<file path="src/rtl/udp_writer.sv">
// Single-packet payload writer for a UDP stack: snapshots a CAPACITY-byte word,
// requests a transmit slot, then streams the bytes MSB-first on the stack's per-byte ready.
module udp_writer #(
  parameter int          CAPACITY = 1,
  parameter int unsigned TIMEOUT  = 65535
) (
  input  logic                  clk,
  input  logic                  rstn,
  input  logic                  send,
  input  logic [CAPACITY*8-1:0] i_data,
  output logic                  tx_req,
  input  logic                  tx_ready,
  input  logic                  tx_data_req,
  output logic                  o_valid,
  output logic [7:0]            o_data,
  output logic                  o_last,
  output logic [15:0]           o_len,
  output logic                  busy,
  output logic                  done,
  output logic                  error,
  output logic [1:0]            dbg_state
);

  localparam int W  = CAPACITY * 8;
  localparam int CW = $clog2(CAPACITY) + 1;

  typedef enum logic [1:0] {S_IDLE, S_REQ, S_SEND, S_DONE} state_t;

  state_t         state_q, state_d;
  logic [W-1:0]   shift_q, shift_d;
  logic [CW-1:0]  cnt_q, cnt_d;
  logic [31:0]    tmo_q, tmo_d;
  logic           error_q, error_d;
  logic           last_byte;
  logic           tmo_hit;

  assign last_byte = (cnt_q == CW'(CAPACITY - 1));
  assign tmo_hit   = (TIMEOUT != 0) && (tmo_q == TIMEOUT - 1);

  always_ff @(posedge clk or negedge rstn) begin
    if (!rstn) begin
      state_q <= S_IDLE;
      shift_q <= '0;
      cnt_q   <= '0;
      tmo_q   <= '0;
      error_q <= 1'b0;
    end else begin
      state_q <= state_d;
      shift_q <= shift_d;
      cnt_q   <= cnt_d;
      tmo_q   <= tmo_d;
      error_q <= error_d;
    end
  end

  // Grant wins over timeout when both land on the same cycle.
  always_comb begin
    state_d = state_q;
    case (state_q)
      S_IDLE: if (send) state_d = S_REQ;
      S_REQ: begin
        if (tx_ready)     state_d = S_SEND;
        else if (tmo_hit) state_d = S_IDLE;
      end
      S_SEND: if (tx_data_req && last_byte) state_d = S_DONE;
      S_DONE: state_d = S_IDLE;
      default: state_d = S_IDLE;
    endcase
  end

  // Byte handshake: a byte moves on every cycle where o_valid and tx_data_req
  // are both high; while tx_data_req is low the current byte is held unchanged.
  always_comb begin
    shift_d = shift_q;
    cnt_d   = cnt_q;
    tmo_d   = tmo_q;
    error_d = error_q;
    case (state_q)
      S_IDLE: begin
        if (send) begin
          shift_d = i_data;
          cnt_d   = '0;
          tmo_d   = '0;
          error_d = 1'b0;
        end
      end
      S_REQ: begin
        tmo_d = tmo_q + 32'd1;
        if (!tx_ready && tmo_hit) error_d = 1'b1;
      end
      S_SEND: begin
        if (tx_data_req) begin
          shift_d = shift_q << 8;
          cnt_d   = cnt_q + CW'(1);
        end
      end
      default: ;
    endcase
  end

  always_comb begin
    tx_req    = (state_q == S_REQ);
    o_valid   = (state_q == S_SEND);
    o_data    = (state_q == S_SEND) ? shift_q[W-1 -: 8] : 8'h00;
    o_last    = (state_q == S_SEND) && last_byte;
    busy      = (state_q != S_IDLE);
    done      = (state_q == S_DONE);
    error     = error_q;
    dbg_state = state_q;
  end

  assign o_len = 16'(CAPACITY);

endmodule

</file>
<file path="config.mk">
export PLATFORM = sky130hd
export DESIGN_NAME = udp_writer
export DESIGN_NICKNAME = d
export VERILOG_FILES = /design/src/rtl/udp_writer.sv
export SDC_FILE = /design/constraint.sdc
export NUM_CORES = 1
export LEC_CHECK = 0
export CORE_AREA = 2 2 75 77
export DETAILED_ROUTE_END_ITERATION = 8
export DIE_AREA = 0 0 77 79
export PLACE_DENSITY = 0.81
export SYNTH_ARGS = -nofsm -noshare
export SYNTH_HDL_FRONTEND = slang
export SYNTH_SLANG_ARGS = --single-unit
</file>
<file path="constraint.sdc">
create_clock -name clk -period 1.6 [get_ports clk]
set_input_delay 0.32 -clock clk [delete_from_list [all_inputs] [get_ports clk]]
set_output_delay 0.32 -clock clk [all_outputs]
set_load 0.005 [all_outputs]
</file>
==> run summary, run 1 <==
HP Class: reg -> reg
Routed wire length: 5980 µm
Cells after synthesis: 241
Worst setup margin: -0.128 ns
Antenna-violating nets left: 0
HPWL after detailed placement: 3860 µm
RSZ-0062 raised after global routing: true
Max-Cap Viols: 0
Commonest non-fill, non-tap cell in the layout: dfrtp_1
Row cnt: 27
Reg2reg start: dbg_state[0]
Ys Warns: 0
Final hold violations: 0
Placed insts: 368
Placeable Area: 0.00534 mm²
DRC Markers: 0
Fin crit period: 1.73 ns
Failing checks: setup timing
Port buffer count: 28
Multi-input logic area: 0.00134 mm²
Crit end category: primary output
CTS Root Cell: clkbuf_8
Initial Util: 45.5%
NumNets Final: 332
Non-Filler Instances: 390
Synth cell types: 41
Min Hold Slack: 0.501 ns
Inserted Clock Buffers: 5
Asr flop ratio synth: 100%
Crit path kind: reg -> out
CTS tree: yes
Crit path max fanout: 4
DR WL/cell: 15.3 µm
Largest net degree at the start of global routing: 45
Setup crit start kind: register
Share of layout cells above drive strength 1: 31.8%
Die area: 0.00608 mm²
Hold EP: tmo_q[23]
Final setup viols: 16
Worst R2R End: tmo_q[10]
DR pass1 iterations: 4
Commonest non-fill, non-tap cells in the layout: 43 x dfrtp_1, 41 x nand2_1, 37 x buf_4
Mapped Area: 0.00243 mm²
Beginning of the worst hold path: tmo_q[23]
Ports: 45
Die width: 77 µm
WHS Path Cells: 1
GRT Residual Overflow: 0
Power density over the cells: 1220 mW/mm²
Routed vias: 2,054
Ant. Diodes: 0
Overall power: 4.11 mW
RD Place Congestion: 0.804
GRT Util Overall: 20.3%
Filler cells: 417
First-pass GRT wire length: 9910 µm
Status: finished with violations
Leakage: 1.72 nW
Post-synth EDFFs: 0
H-tree levels: 2
Vias per std cell: 5.27
Bufs on Longest Clock Path: 2
Worst Skew: 0.00679 ns
Initial antenna violation count: 0
Die height: 79 µm
Critical Path AT: 1.41 ns
P&R area growth vs syn: 38.8%
Fmax achieved: 579 MHz
Ys flop type: dfrtp_1
Clock Sinks: 44
Register-to-register path setup slack: -0.06 ns
R2R depth: 7
Starting DRT DRC Count: 99
Peak supply drop: 976 µV
Period Utilization, post-route: 108%
CP Data Required Time: 1.28 ns
FF/Latch Area: 0.00110 mm²
Max-slew violation count: 0
Clk_lat worst skew: 0.30 ns
Synth Register Bits: 44
Sequential area share after synthesis: 45.3%
Clock slew at reported path FFs: 0.08 ns
Avg Inst Size Synth: 10.1 µm²
Vias in the first global route: 2,077
==> cell type report <==
cell class | count | area share, %
Tap cell | 72 | 2.67
Inverter | 5 | 0.556
Clock inverter | 1 | 0.890
Sequential cell | 44 | 32.7
Timing Repair Buffer | 77 | 20.5
Multi-Input combinational cell | 184 | 39.8
Clock buffer | 7 | 2.86
==> state kept, by name, summed over array words and instances (netlist names), named ones only <==
name	cells
cnt_q	1
tmo_q	32
shift_q	8
dbg_state	1
error	1
==> cell families after synthesis <==
family / share of synthesized area (%)
other cells: 0.309
simple gates: 27.1
mux: 10.4
fa+ha+maj: 1.03
flops: 45.3
compound gates: 9.01
buf+inv: 6.85
==> worst max-delay path by stage <==
stage / startpoint / to / slack [ns] / cells past startpoint
5_1_grt: register / o_data[3] / -0.17 / 7
2_1_floorplan: tmo_q[0] / tmo_q[26] / 0.0007 / 5
3_3_place_gp: register / o_data[5] / -0.04 / 5
6_report: register / o_data[3] / -0.13 / 7
4_1_cts: register / o_data[3] / -0.13 / 7
3_5_place_dp: register / o_data[5] / -0.11 / 5
==> critical path, stage by stage, from the launching register on <==
cell	delay (ns)
dfrtp_1	0.41
inv_2	0.09
nor2_4	0.04
buf_6	0.12
buf_6	0.12
buf_6	0.11
and2_4	0.13
buf_6	0.10
==> metal layers <==
layer	GRT usage (%)	vias to the layer above	part of all wire, %
li1	-	995	-
met1	26.2	982	41
met2	33.9	61	52
met3	3.52	16	3.9
met4	8.75	0	3.0
met5	0	-	0
==> synth_stat cells, types with 5 or more instances <==
master	instances	share of area, %
a22o_1	9	3.2
nand4_1	11	2.8
o21ai_0	6	1.2
mux2i_1	24	9.9
nor2_1	11	1.7
and2_1	10	2.6
buf_4	17	5.3
nand3_1	10	2.1
inv_1	5	0.77
nand2_1	41	6.3
dfrtp_1	44	45
==> where the power goes <==
| part | switching, mW | total, mW | internal (mW) |
|---|---|---|---|
| Clock | 0.374 | 0.925 | 0.551 |
| Combinational | 0.809 | 1.78 | 0.970 |
| Sequential | 0.133 | 1.41 | 1.27 |
| Total | 1.32 | 4.11 | 2.79 |
==> through the flow <==
stage	worst slack [ns]	instance area (µm²)	setup TNS [ns]	utilization, %
5_1_grt	-0.172	3370	-2.39	63.2
3_3_place_gp	-0.0416	2990	-0.388	56.0
3_5_place_dp	-0.111	2990	-0.894	56.0
2_1_floorplan	0.000721	2480	0	-
4_1_cts	-0.128	3290	-0.536	61.7
6_report	-0.128	3370	-0.809	63.2
==> timing repair <==
item | in CTS | in global routing
endpoints found under the hold margin | 35 | 0
pin swaps | 7 | 9
hold buffers | 1 | 0
endpoints found under the setup margin | 24 | 41
buffers inserted | 12 | 3
resized for setup | 79 | 14
cloned | 0 | 0
Power figures use the tool's default switching activity.
==> inputs of run 2 (changes only) <==
==> config.mk (replaced) <==
export PLATFORM = sky130hd
export DESIGN_NAME = udp_writer
export DESIGN_NICKNAME = d
export VERILOG_FILES = /design/src/rtl/udp_writer.sv
export SDC_FILE = /design/constraint.sdc
export NUM_CORES = 1
export LEC_CHECK = 0
export CAP_MARGIN = 20
export CORE_AREA = 2 2 77 79
export DETAILED_ROUTE_END_ITERATION = 8
export DIE_AREA = 0 0 79 81
export PLACE_DENSITY = 0.77
export SYNTH_ARGS = -nofsm -noshare
export SYNTH_HDL_FRONTEND = slang
export SYNTH_SLANG_ARGS = --single-unit
==> run summary, run 2 (synthesis results as in run 1) <==
Fmax achieved: 606 MHz (+4.7%)
Power density over the cells: 1260 mW/mm² (+3.2%)
Max stage delay on crit path: 0.41 ns (about the same)
Worst path cell trace: buf_6 -> nor2_4 -> buf_6 -> and2_4 -> buf_6
Leakage: 1.75 nW (+2.0%)
Starting DRT DRC Count: 120 (+21%)
First-pass GRT wire length: 9630 µm (-2.9%)
H-tree levels: 2 (unchanged)
Bufs on Longest Clock Path: 2 (unchanged)
CP top delay family: flip-flops
Critical Path AT: 1.33 ns (-0.08 ns)
Largest net degree at the start of global routing: 45 (unchanged)
DRC Markers: 0 (unchanged)
P&R area growth vs syn: 41.2%
Setup slack at placement: -0.144 ns (-0.0334 ns)
RD Place Congestion: 0.800 (-0.47%)
Inserted Clock Buffers: 5 (unchanged)
Overall power: 4.32 mW (+5.0%)
Register-to-register path setup slack: -0.01 ns (+0.05 ns)
Routed wire length: 6110 µm (+2.3%)
Peak supply drop: 734 µV (-25%)
HP Class: in -> async
GRT Residual Overflow: 0 (unchanged)
Sequential fraction of design power: 32.5% (-1.7 points)
Biggest register: tmo_q
Worst setup margin: -0.0500 ns (+0.0777 ns)
RSZ-0062 raised after global routing: true
Failing checks: setup timing
Antenna-violating nets left: 0 (unchanged)
Switching power: 1.36 mW (+3.5%)
Die width: 79 µm (+2.6%)
Routed vias: 2,046 (-0.39%)
Ant. Diodes: 0 (unchanged)
Die area: 0.00640 mm² (+5.2%)
NumNets Final: 330 (-0.60%)
Fin util: 60.4% (-2.7 points)
HPWL after detailed placement: 3750 µm (-2.7%)
Share of layout cells above drive strength 1: 34.6% (+2.8 points)
Max-slew violation count: 0 (unchanged)
Max-Cap Viols: 0 (unchanged)
Fin crit period: 1.65 ns (-0.0777 ns)
Clock Sinks: 44 (unchanged)
Setup crit start kind: register
Period Utilization, post-route: 103% (-4.9 points)
Vias per std cell: 5.25 (-0.39%)
Worst path most repeated cell: buf_6
CP Data Required Time: 1.28 ns (about the same)
DR pass1 iterations: 4 (unchanged)
GRT Util Overall: 19.2% (-1.1 points)
Row cnt: 28 (+3.7%)
CTS Root Cell: clkbuf_8
Max FFs per register: 32 (unchanged)
Clock slew at reported path FFs: 0.09 ns (about the same)
Internal: 2.95 mW (+5.7%)
Fin area: 0.00343 mm² (+1.7%)
Crit path max fanout: 6 (+2)
Ports: 45 (unchanged)
Vias in the first global route: 2,070 (-0.34%)
Initial Util: 42.8% (-2.7 points)
Crit end category: primary output
DR WL/cell: 15.7 µm (+2.3%)
Port buffer count: 28 (unchanged)
Status: finished with violations
Commonest non-fill, non-tap cells in the layout: 43 x dfrtp_1, 39 x nand2_1, 31 x buf_4
Placeable Area: 0.00568 mm² (+6.3%)
Crit path kind: reg -> out
Worst Skew: 0.00956 ns (+0.00277 ns)
Clock power share: 23.3% (+0.8 points)
Biggest regs: tmo_q (32), shift_q (8)
Placed Area: 0.00297 mm² (-0.63%)
Final hold violations: 0 (unchanged)
CTS tree: yes
Initial antenna violation count: 0 (unchanged)
Commonest non-fill, non-tap cell in the layout: dfrtp_1
WP buf/inv: 3 (-2)
Die height: 81 µm (+2.5%)
Clk_lat worst skew: 0.30 ns (about the same)
Sw Ratio: 31.6% (-0.46 points)
Final setup viols: 13 (-3)
Crit path max-delay cell type: dfrtp_1
Comb power frac: 44.2% (+0.9 points)
-- run 2: changes by cell type in the layout (fill, tap and decap cells not counted), sizes merged --
cell / before / now
bufinv: 1 / 2
clkbuf: 8 / 7
clkdlybuf4s50: 13 / 12
clkdlybuf4s15: 2 / 0
-- run 2: power by group through the flow --
| stage | Sequential [mW] | Combinational (mW) | Clock [mW] |
|---|---|---|---|
| after floorplan | 1.39 | 0.641 | 0 |
| after global placement | 1.39 | 1.30 | 0 |
| after detailed placement | 1.40 | 1.32 | 0 |
| after CTS | 1.38 | 1.66 | 1.01 |
| after global routing | 1.42 | 2.04 | 1.05 |
| final | 1.40 | 1.91 | 1.01 |
-- run 2: worst paths after layout --
kind                                     end    startpoint  depth (start not counted)
worst max-delay path               o_data[4]  dbg_state[0]                          5
worst min-delay path               tmo_q[18]          rstn                          3
worst max register to register  dbg_state[0]      tmo_q[0]                          6
worst min register to register    shift_q[7]    shift_q[7]                          1
max in group asynchronous           tmo_q[2]          rstn                          3
min in group clk                  shift_q[7]    shift_q[7]                          1
-- run 2: area by class of cell --
type	instances	area, µm²
Sequential cell	44	1100
Tap cell	75	93.8
Multi-Input combinational cell	184	1390
Clock buffer	5	68.8
Clock inverter	2	60.1
Timing Repair Buffer	75	696
Fill cell	465	2240
Inverter	5	21.3
-- run 2: through the flow --
stage	std cells	setup TNS, ns	hold WS (ns)
2_1_floorplan	255	0	0.0244
3_3_place_gp	368	-0.690	0.313
3_5_place_dp	368	-1.13	0.316
4_1_cts	386	-0.295	0.509
5_1_grt	390	-1.77	0.535
6_report	390	-0.279	0.511
-- run 2: timing repair --
action,in CTS,in global routing
endpoints found under the hold margin,33,0
gates cloned,1,0
setup buffers,9,5
pin swaps,7,14
hold buffers,1,0
gates resized for setup,80,36
setup endpoints to repair,31,40
-- run 2: worst register-to-register path, delay by kind of cell (launching register included) --
kind / cells / cell delay (ns)
AO/OA/AOI/OAI: 1 / 0.08
adder cells (fa/ha/maj): 1 / 0.17
buffers and inverters: 1 / 0.07
flip-flops: 1 / 0.42
AND/OR/NAND/NOR: 3 / 0.75
-- run 2: per-layer routing --
layer / global-route usage (%) / routed length, µm
met5: 0 / 0
met4: 6.21 / 103
met3: 3.00 / 176
met2: 34.7 / 3230
met1: 23.6 / 2600
==> inputs of run 3 (changes only) <==
--- a/config.mk
+++ b/config.mk
@@ -9,7 +9,10 @@
 export CORE_AREA = 2 2 77 79
 export DETAILED_ROUTE_END_ITERATION = 8
 export DIE_AREA = 0 0 79 81
+export GPL_ROUTABILITY_DRIVEN = 0
 export PLACE_DENSITY = 0.77
+export SKIP_CTS_REPAIR_TIMING = 1
+export SLEW_MARGIN = 20
 export SYNTH_ARGS = -nofsm -noshare
 export SYNTH_HDL_FRONTEND = slang
 export SYNTH_SLANG_ARGS = --single-unit
==> run summary, run 3 (synthesis results as in run 1) <==
Status: finished with violations
Failing checks: setup timing
Fmax achieved: 542 MHz (-11%)
Placeable Area: 0.00568 mm² (unchanged)
Ant. Diodes: 0 (unchanged)
Share of layout cells above drive strength 1: 28.8% (-5.8 points)
Worst path cell trace: buf_4 -> and2_1 -> clkdlybuf4s50_1
Max-Cap Viols: 0 (unchanged)
Initial Util: 42.8% (unchanged)
Fin crit period: 1.85 ns (+0.195 ns)
Setup crit start kind: register
Max-slew violation count: 0 (unchanged)
Starting DRT DRC Count: 136 (+13%)
Power density over the cells: 1220 mW/mm² (-3.4%)
Initial antenna violation count: 0 (unchanged)
Ports: 45 (unchanged)
Routed wire length: 5590 µm (-8.7%)
Bufs on Longest Clock Path: 2 (unchanged)
Crit path max fanout: 4 (-2)
P&R area growth vs syn: 36.2%
DR pass1 iterations: 4 (unchanged)
Final hold violations: 0 (unchanged)
Vias per std cell: 5.39 (+2.7%)
Final setup viols: 4 (-9)
Crit path max-delay cell type: clkdlybuf4s50_1
NumNets Final: 324 (-1.8%)
Crit end category: primary output
Clock power share: 24.9% (+1.6 points)
DR WL/cell: 14.5 µm (-7.2%)
GRT Util Overall: 17.5% (-1.7 points)
H-tree levels: 2 (unchanged)
CTS tree: yes
Placed Area: 0.00297 mm² (unchanged)
WP buf/inv: 2 (-1)
CP top delay family: buffers and inverters
Clock slew at reported path FFs: 0.09 ns (about the same)
Period Utilization, post-route: 115% (+12 points)
First-pass GRT wire length: 8890 µm (-7.7%)
Worst setup margin: -0.245 ns (-0.195 ns)
CP Data Required Time: 1.28 ns (about the same)
HP Class: in -> async
Die area: 0.00640 mm² (unchanged)
Fin area: 0.00331 mm² (-3.5%)
Reg2reg start: tmo_q[0]
Leakage: 1.71 nW (-2.5%)
CTS Root Cell: clkbuf_8
Commonest non-fill, non-tap cell in the layout: nand2_1
Internal: 2.78 mW (-5.8%)
Critical Path AT: 1.53 ns (+0.20 ns)
Largest net degree at the start of global routing: 45 (unchanged)
Routed vias: 2,068 (+1.1%)
Row cnt: 28 (unchanged)
Crit path kind: reg -> out
HPWL after detailed placement: 3750 µm (unchanged)
DRC Markers: 0 (unchanged)
FF/Latch Area: 0.00111 mm² (+0.45%)
Peak supply drop: 743 µV (+1.2%)
Worst Skew: 0.00905 ns (-0.000515 ns)
Clk_lat worst skew: 0.30 ns (about the same)
Die height: 81 µm (unchanged)
Vias in the first global route: 2,001 (-3.3%)
Clock Sinks: 44 (unchanged)
Max FFs per register: 32 (unchanged)
Comb power frac: 39.6% (-4.6 points)
Register-to-register path setup slack: 0.02 ns (+0.03 ns)
Biggest register: tmo_q
Multi-input logic area: 0.00134 mm² (-3.3%)
Commonest non-fill, non-tap cells in the layout: 41 x nand2_1, 39 x dfrtp_1, 34 x buf_4
Inserted Clock Buffers: 5 (unchanged)
Die width: 79 µm (unchanged)
Max stage delay on crit path: 0.51 ns (+0.10 ns)
Sw Ratio: 30.8% (-0.72 points)
Min Hold Slack: 0.500 ns (-0.0112 ns)
Antenna-violating nets left: 0 (unchanged)
Port buffer count: 28 (unchanged)
GRT Residual Overflow: 0 (unchanged)
RSZ-0062 raised after global routing: true
Filler cells: 477 (+2.6%)
R2R depth: 6 (unchanged)
Switching power: 1.24 mW (-8.9%)
Sequential fraction of design power: 35.5% (+3.0 points)
Worst R2R End: dbg_state[0]
Biggest regs: tmo_q (32), shift_q (8)
-- run 3: worst register-to-register path: cells and delay by family (launching register included) --
family                   cells  cell delay [ns]
AND/OR/NAND/NOR              3             0.67
flip-flops                   1             0.46
adder cells (fa/ha/maj)      1             0.18
buffers and inverters        1             0.08
AO/OA/AOI/OAI                1             0.08
-- run 3: worst max-delay path by stage --
stage	to	start	slack [ns]	cells past startpoint
after global routing	o_last	register	-0.30	3
after global placement	cnt_q	send	-0.12	4
after CTS	o_data[4]	register	-0.40	5
after detailed placement	cnt_q	send	-0.14	4
after floorplan	tmo_q[26]	tmo_q[0]	0.0007	5
final	done	dbg_state[0]	-0.25	3
-- run 3: per-layer routing --
metal | wire length (µm) | track usage (%) | part of all wire, %
met1 | 2450 | 22.1 | 44
met2 | 2890 | 30.9 | 52
met3 | 193 | 3.11 | 3.5
met4 | 59 | 5.17 | 1.1
met5 | 0 | 0 | 0
-- run 3: cell type report --
type                    instances  area share, %
well taps                      75           2.84
inverters                       5          0.567
repair buffers                 69           18.7
flip-flops and latches         44           33.5
clock inverters                 2           1.81
multi-input cells             184           40.6
clock buffers                   5           2.08
-- run 3: power by group through the flow --
stage | clock network [mW] | logic, mW | registers (mW)
3_3_place_gp | 0 | 1.30 | 1.39
6_report | 1.00 | 1.59 | 1.43
3_5_place_dp | 0 | 1.32 | 1.40
2_1_floorplan | 0 | 0.641 | 1.39
5_1_grt | 1.05 | 1.72 | 1.45
4_1_cts | 1.01 | 1.33 | 1.38
-- run 3: stage by stage --
stage | utilization (%) | cells | worst slack, ns | power, mW | setup TNS, ns
floorplan | - | 255 | 0.000721 | 2.03 | 0
global placement | 52.3 | 368 | -0.121 | 2.69 | -0.690
detailed placement | 52.3 | 368 | -0.144 | 2.73 | -1.13
CTS | 54.6 | 375 | -0.400 | 3.72 | -5.69
global route | 58.3 | 384 | -0.302 | 4.21 | -1.61
finish | 58.3 | 384 | -0.245 | 4.02 | -0.686
